===== config.mk =====
export PLATFORM = sky130hd
export DESIGN_NAME = alufu_pipe
export DESIGN_NICKNAME = d
export VERILOG_FILES = /design/src/rtl/alufu_pipe.sv
export SDC_FILE = /design/constraint.sdc
export NUM_CORES = 1
export LEC_CHECK = 0
export ABC_AREA = 1
export BUFFER_PORTS_ARGS = -buffer_cell sky130_fd_sc_hd__buf_4
export CAP_MARGIN = 15
export CORE_ASPECT_RATIO = 2
export CORE_MARGIN = 4
export CORE_UTILIZATION = 59
export CTS_CLUSTER_DIAMETER = 150
export CTS_CLUSTER_SIZE = 14
export DETAILED_ROUTE_END_ITERATION = 10
export PLACE_DENSITY = 0.8
export SLEW_MARGIN = 40
export SYNTH_ARGS = -nofsm -noshare
export SYNTH_HDL_FRONTEND = slang
export SYNTH_SLANG_ARGS = --single-unit

===== constraint.sdc =====
create_clock -name clk -period 2.4 [get_ports clk]
set_clock_uncertainty 0.15 [all_clocks]
set_input_delay 0.24 -clock clk [delete_from_list [all_inputs] [get_ports clk]]
set_output_delay 0.24 -clock clk [all_outputs]
set_load 0.01 [all_outputs]

===== src/rtl/alufu_pipe.sv =====
// Pipelined ALU functional unit: 1 op/cycle in, STAGES-deep compute, QDEPTH-entry completion queue.
// Head is offered to CDB and ROB independently; it pops once both have taken it. busy is credit-based.
module alufu_pipe #(
  parameter int DATA_W  = 8,
  parameter int ROBID_W = 4,
  parameter int WBS_W   = 8,
  parameter int FLAG_W  = 8,
  parameter int STAGES  = 2,
  parameter int QDEPTH  = 4
) (
  input  logic                   clk,
  input  logic                   rst,
  input  logic                   flush,
  input  logic                   input_transmit,
  input  logic [DATA_W-1:0]      operand,
  input  logic [1:0][DATA_W-1:0] depvals,
  input  logic [WBS_W-1:0]       wbs,
  input  logic [FLAG_W-1:0]      flags,
  input  logic [ROBID_W-1:0]     robid,
  output logic                   busy,
  output logic                   cdb_transmit_out,
  output logic [ROBID_W-1:0]     cdb_id,
  output logic [DATA_W-1:0]      cdb_val,
  input  logic                   cdb_transmit,
  output logic                   rob_transmit_out,
  output logic [ROBID_W-1:0]     robid_out,
  output logic [FLAG_W-1:0]      flags_out,
  output logic [WBS_W-1:0]       wbs_out,
  output logic [DATA_W-1:0]      value_out,
  input  logic                   rob_transmit
);

  localparam int QW = $clog2(QDEPTH);
  localparam int CW = $clog2(QDEPTH + STAGES) + 1;
  localparam logic [DATA_W-1:0] DW = DATA_W'(DATA_W);

  typedef struct packed {
    logic [ROBID_W-1:0] robid;
    logic [FLAG_W-1:0]  flags;
    logic [WBS_W-1:0]   wbs;
    logic [DATA_W-1:0]  value;
  } ent_t;

  logic [DATA_W-1:0] opa, opb, sh, res;
  logic [3:0]        opc;
  logic              accept;
  ent_t              new_ent;

  always_comb begin
    opa = depvals[0];
    opb = flags[2] ? operand : depvals[1];
    opc = flags[2] ? (flags[3] ? 4'h0 : 4'h4) : operand[DATA_W-1 -: 4];
    sh  = opb % DW;
    res = '0;
    case (opc)
      4'h0: res = opa + opb;
      4'h1: res = opa - opb;
      4'h2: res = opa & opb;
      4'h3: res = opa | opb;
      4'h4: res = opa ^ opb;
      4'h5: res = ~(opa | opb);
      4'h6: res = ~(opa & opb);
      4'h7: res = ~(opa ^ opb);
      4'h8: res = opa << sh;
      4'h9: res = opa >> sh;
      4'hA: res = $signed(opa) >>> sh;
      // sh==0 makes the right-shift term vanish, so ROL by 0 is the identity
      4'hB: res = (opa << sh) | (opa >> (DW - sh));
      4'hC: res = {{(DATA_W-1){1'b0}}, $signed(opa) < $signed(opb)};
      4'hD: res = {{(DATA_W-1){1'b0}}, opa < opb};
      default: res = '0;
    endcase
    new_ent = '{robid: robid, flags: flags, wbs: wbs, value: res};
  end

  // Compute pipeline: result is formed on entry and carried through the remaining stages
  logic [STAGES-1:0] pvld_q;
  ent_t              pipe_q [STAGES];

  always_ff @(posedge clk or negedge rst) begin
    if (!rst) begin
      pvld_q <= '0;
    end else if (flush) begin
      pvld_q <= '0;
    end else begin
      pvld_q[0] <= accept;
      for (int i = 1; i < STAGES; i++) pvld_q[i] <= pvld_q[i-1];
    end
  end

  always_ff @(posedge clk) begin
    pipe_q[0] <= new_ent;
    for (int i = 1; i < STAGES; i++) pipe_q[i] <= pipe_q[i-1];
  end

  // Completion queue
  ent_t          mem_q [QDEPTH];
  logic [QW-1:0] wr_ptr_q, rd_ptr_q;
  logic [QW:0]   count_q, count_d;
  logic          cdb_done_q, rob_done_q;
  logic          push, pop, head_vld, cdb_fire, rob_fire;
  logic [CW-1:0] inpipe;
  ent_t          head;

  always_comb begin
    head_vld         = (count_q != '0);
    head             = mem_q[rd_ptr_q];
    push             = pvld_q[STAGES-1];
    cdb_transmit_out = head_vld & ~cdb_done_q;
    rob_transmit_out = head_vld & ~rob_done_q;
    cdb_fire         = cdb_transmit & cdb_transmit_out;
    rob_fire         = rob_transmit & rob_transmit_out;
    pop              = head_vld & (cdb_done_q | cdb_fire) & (rob_done_q | rob_fire);
    count_d          = count_q;
    case ({push, pop})
      2'b10:   count_d = count_q + 1'b1;
      2'b01:   count_d = count_q - 1'b1;
      default: count_d = count_q;
    endcase
    inpipe = '0;
    for (int i = 0; i < STAGES; i++) inpipe = inpipe + CW'(pvld_q[i]);
    busy   = (CW'(count_q) + inpipe) >= CW'(QDEPTH);
    accept = input_transmit & ~busy & ~flush;
    cdb_id    = head_vld ? head.robid : '0;
    cdb_val   = head_vld ? head.value : '0;
    robid_out = head_vld ? head.robid : '0;
    flags_out = head_vld ? head.flags : '0;
    wbs_out   = head_vld ? head.wbs   : '0;
    value_out = head_vld ? head.value : '0;
  end

  always_ff @(posedge clk or negedge rst) begin
    if (!rst) begin
      wr_ptr_q   <= '0;
      rd_ptr_q   <= '0;
      count_q    <= '0;
      cdb_done_q <= 1'b0;
      rob_done_q <= 1'b0;
    end else if (flush) begin
      wr_ptr_q   <= '0;
      rd_ptr_q   <= '0;
      count_q    <= '0;
      cdb_done_q <= 1'b0;
      rob_done_q <= 1'b0;
    end else begin
      if (push) wr_ptr_q <= wr_ptr_q + 1'b1;
      if (pop)  rd_ptr_q <= rd_ptr_q + 1'b1;
      count_q    <= count_d;
      cdb_done_q <= pop ? 1'b0 : (cdb_done_q | cdb_fire);
      rob_done_q <= pop ? 1'b0 : (rob_done_q | rob_fire);
    end
  end

  always_ff @(posedge clk) begin
    if (push) mem_q[wr_ptr_q] <= pipe_q[STAGES-1];
  end

endmodule

==> impl_metrics.py <==
metrics = {
    "global_routing": {
        "grt-ovfl-total": 0,
        "grt_pass1_wl_um": 37900,
        "antenna_found_initial": 0,
        "first_global_vias": 7501,
        "grt_usage": 0.298,
        "grt_max_degree": 47,
    },
    "route": {
        "vias": 7497,
        "firstDrtPassIters": 7,
        "wl_per_cell_um": 18.6,
        "final_antenna_net_count": 0,
        "drtIter0Drc": 461,
        "drc": 0,
        "wirelength_um": 25100,
        "via_per_inst": 5.57,
    },
    "critical_path": {
        "worst-path-max-fanout": 28,
        "max_stage_delay_ps": 450,
        "cpMaxStageDelayCell": "dfrtp_2",
        "critical_path_class": "register to output port",
        "crit_path_start_kind": "register",
        "cp.arrival_ps": 1940,
        "cp-end-kind": "output port",
        "path_cells": "nor2_1 -> nand2_2 -> inv_1 -> buf_4 -> a21oi_1 -> buf_4",
        "worst_path_most_repeated_cell": "buf_4",
        "critical_path_required_ps": 2010,
    },
    "placed_design": {
        "place_area_um2": 10000,
        "post-place-ws_ps": -97.6,
        "gp_congestion": 1.09,
        "dp_hpwl_um": 17500,
        "io_buffer_count": 92,
    },
    "sta": {
        "max_freq_mhz": 430,
        "drv_slew": 0,
        "finalHoldViolCount": 0,
        "fin_crit_ps": 2330,
        "setup_slack_ps": 73.8,
        "hold_ws_ps": 36.9,
        "setup_violations": 0,
        "worst_slew_pin_slew_ps": 590,
        "slew_headroom": 0.603,
        "fin_crit_sh": 0.969,
    },
    "final_layout": {
        "final_nets": 1227,
        "layout_commonest_cell": "nand2_1",
        "drive_gt1_frac": 0.222,
        "insertedDiodeCount": 0,
        "fin_util": 0.752,
        "area_delta_synth_final_pct": 24.0,
        "stdcell_area_um2": 10900,
        "layout_common_cells": "189 x nand2_1, 163 x nor2_1, 156 x buf_4",
        "num-fill-cells": 997,
    },
    "power": {
        "vdd_ir_drop_max_uv": 466,
        "p_leak_nw": 4.78,
        "power_mw": 9.31,
        "power_density_nw_per_um2": 854,
    },
    "die": {
        "die_h_um": 181,
        "die-width_um": 94.3,
        "core-area_um2": 14500,
        "ios": 93,
        "dieArea_um2": 17000,
        "num_rows": 62,
        "initial_utilization": 0.606,
    },
    "synth": {
        "ys_seq_area_frac": 0.541,
        "avgSynthCellArea_um2": 8.92,
        "netlist.area_leader.share": 0.383,
        "synth.distinct_cells": 36,
        "syn_area_um2": 8790,
        "syn-num-nets": 1069,
        "synth_area_leaders": "edfxtp_1 38%, dfxtp_1 13%, nand2_1 8.2%",
        "postSynthCellCount": 985,
        "ys_ff_latch": 179,
        "yosysTopAreaCell": "edfxtp_1",
        "yosysWarnings": 0,
    },
    "run_status": {
        "status": "finished clean",
    },
    "clock_network": {
        "cts_htree_levels": 4,
        "clock_sinks": 179,
        "clk_pin_slew_worst_paths_ps": 70,
        "cts_made_buffers": 17,
        "clock_path_buffers": 2,
        "worstSkewPairLatency_ps": 420,
        "root_buffer": "clkbuf_16",
        "cts_tree": "done",
    },
    "job": {
        "maxCapViolations": 0,
    },
    "worst_hold_path": {
        "hold_class": "input pin to async pin",
    },
}
[sequential cells by signal, summed over array words and instances (netlist names)]
| signal | flops |
|---|---|
| mem_q | 112 |
| pipe_q | 56 |
| count_q | 3 |
| pvld_q | 2 |
| rd_ptr_q | 2 |
| wr_ptr_q | 2 |
| cdb_done_q | 1 |
| rob_done_q | 1 |
[layer usage]
metal / up-vias / GRT usage / wire, um
met5: - / 0 / 0
met4: 0 / 0.230 / 2120
met3: 133 / 0.0384 / 1330
met2: 375 / 0.564 / 13900
met1: 3434 / 0.270 / 7710
li1: 3555 / - / -
[power by group]
group	switching, mW	internal, mW	leakage, nW
Sequential	0.133	3.48	1.63
Clock	1.14	1.65	0.294
Combinational	1.70	1.21	2.86
Total	2.97	6.34	4.78
[per-stage QoR]
stage / std cells / setup TNS (ps)
2_1_floorplan: 985 / 0
5_1_grt: 1347 / -38.7
4_1_cts: 1344 / 0
6_report: 1347 / 0
3_5_place_dp: 1289 / -253
3_3_place_gp: 1289 / -176
[synth_stat cells, drive strengths merged]
library cell	count
a21oi	48
and2	1
and3	1
buf	29
clkbuf	17
dfrtp	11
dfxtp	56
edfxtp	112
fa	3
ha	31
inv	78
nand2	221
nand3	77
nand3b	4
nand4	15
nor2	176
nor3	1
o211ai	3
o21a	2
o21ai	88
o22ai	1
or2	6
xnor2	1
xor2	3
[worst paths after layout]
check / slack [ps] / end / cells past startpoint / from
max in group asynchronous: 1900 / count_q[0]$_DFFE_PN0P_ / 2 / rst
min: 40 / wr_ptr_q[0]$_DFFE_PN0P_ / 2 / rst
min reg2reg: 180 / pipe_q[0][55]$_DFF_P_ / 0 / pipe_q[0][27]$_DFF_P_
max: 70 / cdb_val[7] / 6 / count_q[0]$_DFFE_PN0P_
min in group clk: 120 / pipe_q[0][0]$_DFF_P_ / 5 / operand[7]
max reg2reg: 100 / count_q[2]$_DFFE_PN0P_ / 11 / count_q[0]$_DFFE_PN0P_
[worst max-delay path: cells and delay by family, from the launching register on]
kind | cells | cell delay, ps
DFF | 1 | 450
and+or+nand+nor | 2 | 240
AOI/OAI and AO/OA | 1 | 140
buffers and inverters | 3 | 660
[final cells by class]
type	count	area, um2	share of cell area
well taps	192	240	0.0220
flip-flops and latches	179	4760	0.437
repair buffers	185	1510	0.139
inverters	78	295	0.0271
multi-input cells	682	3490	0.320
clock inverters	14	178	0.0163
clock buffers	17	425	0.0390
[cell families (layout without fill, tap and decap cells)]
family / Yosys count / count (layout) / share of synthesized area
AND/OR/NAND/NOR: 502 / 502 / 0.257
flip-flops: 179 / 179 / 0.541
AO/OA/AOI/OAI: 142 / 142 / 0.0828
XOR/XNOR: 4 / 4 / 0.00399
adder cells (fa/ha/maj): 34 / 34 / 0.0510
buffers and inverters: 124 / 294 / 0.0640
[timing repair]
action                                  CTS  global route
pin swaps                                 0             2
endpoints found under the hold margin    34             0
gates resized for setup                   1             6
buffers inserted                          0             3
endpoints found under the setup margin    6            24
hold buffers                             24             0
No activity file was read; power rests on OpenSTA's default activity.
